==> src/rtl/fetch_ctrl.sv <==
// fetch_ctrl: instruction-fetch sequencer with one outstanding request, output buffer and redirect squash
// Optional perf counters are built when FETCH_CTRL_PERF_EN is defined; otherwise both ports read 0.
module fetch_ctrl #(
    parameter int ADDRESS_WIDTH = 5,
    parameter int DATA_WIDTH    = 32,
    parameter int RESET_PC      = 0
) (
    input  logic                     clk,
    input  logic                     rst,
    input  logic                     redirect,
    input  logic [DATA_WIDTH-1:0]    redirect_target,
    input  logic                     dec_ready,
    output logic                     imem_req,
    output logic [ADDRESS_WIDTH-1:0] imem_addr,
    input  logic                     imem_gnt,
    input  logic                     imem_rvalid,
    input  logic [DATA_WIDTH-1:0]    imem_rdata,
    output logic                     if_valid,
    output logic [DATA_WIDTH-1:0]    if_instr,
    output logic [ADDRESS_WIDTH-1:0] if_pc,
    output logic [31:0]              perf_fetched,
    output logic [31:0]              perf_squashed
);
    typedef enum logic [1:0] {FETCH, WAIT, DRAIN} state_t;
    state_t state, state_nxt;
    logic [ADDRESS_WIDTH-1:0] pc, pend_pc;
    logic fire, land;
    logic unused_target_bits;
    assign unused_target_bits = ^redirect_target[DATA_WIDTH-1:ADDRESS_WIDTH];
    assign imem_addr = pc;
    assign fire = imem_req && imem_gnt;
    assign land = state == WAIT && imem_rvalid && !redirect;
    // Request only when the output register can take the result; a grant together with a redirect is squashed via DRAIN
    always_comb begin
        imem_req  = !rst && state == FETCH && (!if_valid || dec_ready);
        state_nxt = state;
        case (state)
            FETCH:   state_nxt = fire ? (redirect ? DRAIN : WAIT) : FETCH;
            WAIT:    state_nxt = imem_rvalid ? FETCH : (redirect ? DRAIN : WAIT);
            DRAIN:   state_nxt = imem_rvalid ? FETCH : DRAIN;
            default: state_nxt = FETCH;
        endcase
    end
    // State register
    always_ff @(posedge clk or posedge rst) begin
        if (rst) state <= FETCH;
        else     state <= state_nxt;
    end
    // PC, pending PC and the decode-facing output register; redirect overrides everything
    always_ff @(posedge clk or posedge rst) begin
        if (rst) begin
            pc       <= ADDRESS_WIDTH'(RESET_PC);
            pend_pc  <= '0;
            if_valid <= 1'b0;
            if_instr <= '0;
            if_pc    <= '0;
        end else begin
            pc       <= redirect ? redirect_target[ADDRESS_WIDTH-1:0] : fire ? pc + ADDRESS_WIDTH'(4) : pc;
            pend_pc  <= fire ? pc : pend_pc;
            if_valid <= redirect ? 1'b0 : land ? 1'b1 : dec_ready ? 1'b0 : if_valid;
            if_instr <= land ? imem_rdata : if_instr;
            if_pc    <= land ? pend_pc : if_pc;
        end
    end
`ifdef FETCH_CTRL_PERF_EN
    logic drop;
    assign drop = imem_rvalid && (state == DRAIN || (state == WAIT && redirect));
    // Delivered and discarded instruction counters, free-running and wrapping
    always_ff @(posedge clk or posedge rst) begin
        if (rst) begin
            perf_fetched  <= '0;
            perf_squashed <= '0;
        end else begin
            perf_fetched  <= perf_fetched + 32'(if_valid && dec_ready);
            perf_squashed <= perf_squashed + 32'(drop);
        end
    end
`else
    assign perf_fetched  = '0;
    assign perf_squashed = '0;
`endif
endmodule

==> config.mk <==
export PLATFORM = sky130hd
export DESIGN_NAME = fetch_ctrl
export DESIGN_NICKNAME = d
export VERILOG_FILES = /design/src/rtl/fetch_ctrl.sv
export SDC_FILE = /design/constraint.sdc
export NUM_CORES = 1
export LEC_CHECK = 0
export CELL_PAD_IN_SITES_DETAIL_PLACEMENT = 0
export CELL_PAD_IN_SITES_GLOBAL_PLACEMENT = 1
export CORE_MARGIN = 8
export CORE_UTILIZATION = 26
export CTS_BUF_LIST = sky130_fd_sc_hd__clkbuf_4 sky130_fd_sc_hd__clkbuf_8
export DETAILED_ROUTE_END_ITERATION = 7
export PLACE_DENSITY_LB_ADDON = 0.1
export SLEW_MARGIN = 20
export SYNTH_ARGS = -nofsm -noshare
export SYNTH_HDL_FRONTEND = slang
export SYNTH_SLANG_ARGS = --single-unit
==> constraint.sdc <==
create_clock -name clk -period 2.07 [get_ports clk]
set_clock_uncertainty 0.05 [all_clocks]
set_input_delay 0.3105 -clock clk [delete_from_list [all_inputs] [get_ports clk]]
set_output_delay 0.3105 -clock clk [all_outputs]
set_load 0.02 [all_outputs]
Word-level counts from Yosys, hierarchy flattened
Cells that the tools add are included.
{ "word_totals": {"out_inout_bits": 108, "elab_cells": 31, "in_bits": 70, "register_bits": 50} }
{ "classes": {"reduce_logical": 12, "eq_ne": 2, "addsub": 1, "muxes": 10} }
{ "op_table": {"columns": ["cell", "count"], "rows": [
  ["5-bit two-way mux", 2],
  ["2-bit two-way mux", 4],
  ["2-bit case mux with 3 select lines", 1],
  ["5-bit by 3-bit adder with 5-bit output, second input constant", 1],
  ["1-bit logical AND", 5],
  ["1-bit logical NOT", 3],
  ["1-bit two-way mux", 3],
  ["3-bit nonzero test", 1],
  ["2-bit by 1-bit == test with 1-bit output, second input constant", 1],
  ["2-bit == test, second input constant", 1],
  ["2-bit logical NOT", 1],
  ["2-bit nonzero test", 1],
  ["1-bit logical OR", 1]
]} }

Logic depth before layout (Yosys ltp)
{ "depth": {"word_depth": 6, "ltp_mapped": 4, "depth_no_buf": 4} }

Worst setup path after synthesis
OpenSTA, ideal clock, no wires.
{ "synth_timing": {"path_kind": "register -> output", "from": "register if_valid", "to": "output port imem_req", "setup_slack_ns": 0.426, "t_required_ns": 1.710, "path_buffers": 0, "stages_incl_launch_ff": 3, "t_arrival_ns": 1.283, "cell_sequence": "dfrtp_1 > nor2b_1 > nor4_1"} }
{ "synth_between": {"elab_chain_len": 3} }
{ "synth_lines": {"columns": ["element", "line_no", "rtl"], "rows": [
  ["start: declaration", "18", "output logic if_valid,"],
  ["start signal: assignment", "60", "if_valid <= redirect ? 1'b0 : land ? 1'b1 : dec_ready ? 1'b0 : if_valid;"],
  ["1-bit logical NOT", "35", "imem_req = !rst && state == FETCH && (!if_valid || dec_ready);"],
  ["1-bit logical OR", "35", null],
  ["1-bit logical AND", "35", null],
  ["end: declaration", "13", "output logic imem_req,"]
]} }
No other way between the ends.

Final worst setup path
{ "layout_timing": {"from": "register state[0]", "to": "output port imem_req"} }
{ "layout_between": {"elab_chain_len": 3} }
{ "layout_lines": {"columns": ["element", "line_no", "rtl"], "rows": [
  ["start: declaration", "25", "state_t state, state_nxt;"],
  ["start signal: assignment", "47", "else state <= state_nxt;"],
  ["2-bit logical NOT", "35", null],
  ["1-bit logical AND (2 in series)", "35", null]
]} }
No other way between the ends.

==> results.py <==
metrics = {
    "status": {
        "outcome": "finished, final reports clean",
    },
    "setup_path": {
        "crit_path_end_kind": "output port",
        "worstPathRequired_ps": 1710,
        "cp_data_arrival_time_ps": 1410,
        "startpoint_type": "register",
        "critical_path.max_fanout": 7,
        "crit_type": "register to output port",
    },
    "yosys": {
        "avgSynthCellArea_um2": 12.7,
        "ys_ff_latch": 50,
        "synth_cell_types": 24,
        "syn_area_um2": 2450,
        "netlist_instances": 193,
        "yosysWarnings": 0,
        "synth_seq_area_share_pct": 51.2,
    },
    "global_routing": {
        "grt.total_usage_pct": 8.99,
        "grt_pass1_wl_mm": 9.10,
        "grt_pass1_vias": 1737,
        "antenna_found_initial": 0,
        "grt_overflow_total": 0,
        "grt_max_degree": 23,
    },
    "clock_network": {
        "cts_max_level": 2,
        "cts_setup_buffers": 0,
        "cts_tree": "yes",
        "clk_latency_ps": 300,
        "numCtsBuffers": 5,
        "cts_root_buf": "clkbuf_8",
        "clockBufferDepth": 2,
        "clkSlewWorstSetupHoldPaths_ps": 100,
        "clkSinkCount": 50,
    },
    "detailed_routing": {
        "wirelength_mm": 5.81,
        "firstDrtPassIters": 5,
        "vias": 1556,
        "ant_nets": 0,
        "drt_iter0_drc": 28,
        "detail_route.vias_per_cell": 3.87,
        "wl_per_cell_um": 14.5,
        "drc": 0,
    },
    "worst_hold_path": {
        "worstHoldPathType": "input pin to asynchronous set/reset pin",
    },
    "flow_run": {
        "maxCapViolCount": 0,
    },
    "power_and_ir_drop": {
        "powerDensity_nw_per_um2": 1050,
        "p_leak_nw": 1.52,
        "vdd_ir_drop_max_uv": 372,
    },
    "final_layout": {
        "final_cell_mix": "85 x clkdlybuf4s50_1, 64 x conb_1, 50 x dfrtp_1, 44 x mux2_2",
        "syn_to_final_growth_pct": 38.5,
        "drive_gt1_share_pct": 22.3,
        "nets": 361,
        "mostFrequentLayoutCell": "clkdlybuf4s50_1",
        "diodes": 0,
    },
    "sta": {
        "period_needed_ps": 1770,
        "rsz0062_at_grt": "no",
        "drv_slew": 0,
        "fmax_mhz": 565,
        "hold_slack_ps": 445,
        "tns_ps": 0,
        "finalHoldViolCount": 0,
        "finalCritPeriodShare_pct": 85.5,
        "final-setup-viol-count": 0,
    },
    "die": {
        "fp.dieH_um": 113,
        "core-area_um2": 9200,
        "fp.dieW_um": 113,
        "dieArea_um2": 12800,
        "placementRows": 35,
        "start_util_pct": 26.6,
        "io_pins": 178,
    },
    "placement": {
        "portBuffers": 86,
        "place_hpwl_mm": 4.61,
        "gp_congestion": 0.663,
    },
}
==> routing by layer <==
| layer | track usage, % | vias up | wire [um] |
|---|---|---|---|
| li1 | - | 720 | - |
| met1 | 9.93 | 749 | 2340 |
| met2 | 14.8 | 82 | 2720 |
| met3 | 5.01 | 5 | 697 |
| met4 | 2.13 | 0 | 51 |
| met5 | 0 | - | 0 |
==> area by class of cell <==
class                      instances  area, um2
tap                              111        139
clock inverter                     3       21.3
sequential                        50       1250
multi-input combinational        135        920
fill                             938       5810
timing repair buffer              95        977
inverter                           3       11.3
clock buffer                       5       68.8
==> cells in the mapped netlist, drive strengths merged <==
library cell	count	share of area, %
or3b	1	0.36
nand2	2	0.31
a21oi	2	0.41
ha	1	0.51
conb	1	0.15
or4b	1	0.56
nor4b	1	0.36
a21o	1	0.31
a31oi	3	0.77
a2bb2oi	1	0.36
o31ai	2	0.61
dfrtp	50	51
inv	3	0.46
nor4	1	0.26
mux2	44	20
o21ai	2	0.41
nor2b	2	0.51
nand2b	1	0.26
and4bb	1	0.51
buf	68	20
nor2	3	0.46
or3	1	0.26
or4	1	0.31
==> registers in the layout, summed over array words and instances (netlist names) <==
signal / count
imem_addr: 5
if_pc: 5
if_instr: 32
if_valid: 1
pend_pc: 5
state: 2
==> cell families (layout without fill, tap and decap cells) <==
| family | count (synthesis) | in the layout | share of synthesized area (%) |
|---|---|---|---|
| multiplexers | 44 | 44 | 20.3 |
| AO/OA/AOI/OAI | 11 | 11 | 2.86 |
| other | 1 | 64 | 0.153 |
| adder cells (fa/ha/maj) | 1 | 1 | 0.511 |
| buffers and inverters | 71 | 106 | 20.9 |
| AND/OR/NAND/NOR | 15 | 15 | 4.14 |
| flip-flops | 50 | 50 | 51.2 |
==> critical path, stage by stage, from the launching register on <==
cell and delay [ps]:
dfrtp_1 460, nor4_1 280, dlygate4sd2_1 380
==> what timing repair did <==
action / in CTS / in global routing
endpoints found under the setup margin: 1 / 0
gates resized for setup: 1 / 0
hold endpoints to repair: 0 / 0
hold buffers: 0 / 0
==> path summary, 6_finish.rpt <==
| kind | endpoint | start | depth (start not counted) | slack, ps |
|---|---|---|---|---|
| worst max-delay path | imem_req | state[0] | 2 | 300 |
| max in group asynchronous | if_instr[9] | rst | 4 | 1050 |
| worst max register to register | imem_addr[4] | state[0] | 3 | 340 |
| worst min-delay path | if_instr[17] | rst | 3 | 440 |
| min in group clk | pend_pc[0] | pend_pc[0] | 1 | 460 |
| worst min register to register | pend_pc[0] | pend_pc[0] | 1 | 460 |
==> where the power goes <==
group	internal (mW)	leakage, nW	total [mW]	switching (mW)
combinational	0.788	0.856	1.52	0.730
sequential	1.29	0.616	1.44	0.152
clock	0.239	0.0441	0.588	0.350
total	2.31	1.52	3.54	1.23
==> through the flow <==
| stage | util, % | setup WS (ps) | std cells | power [mW] | area [um2] |
|---|---|---|---|---|---|
| floorplan | - | 426 | 256 | 2.32 | 2680 |
| global placement | 35.9 | 24.2 | 394 | 3.00 | 3300 |
| detailed placement | 35.9 | 46.8 | 394 | 3.01 | 3300 |
| CTS | 36.8 | 270 | 402 | 3.62 | 3390 |
| global route | 36.8 | 228 | 402 | 3.78 | 3390 |
| finish | 36.8 | 300 | 402 | 3.54 | 3390 |
No activity file was read; power rests on OpenSTA's default activity.
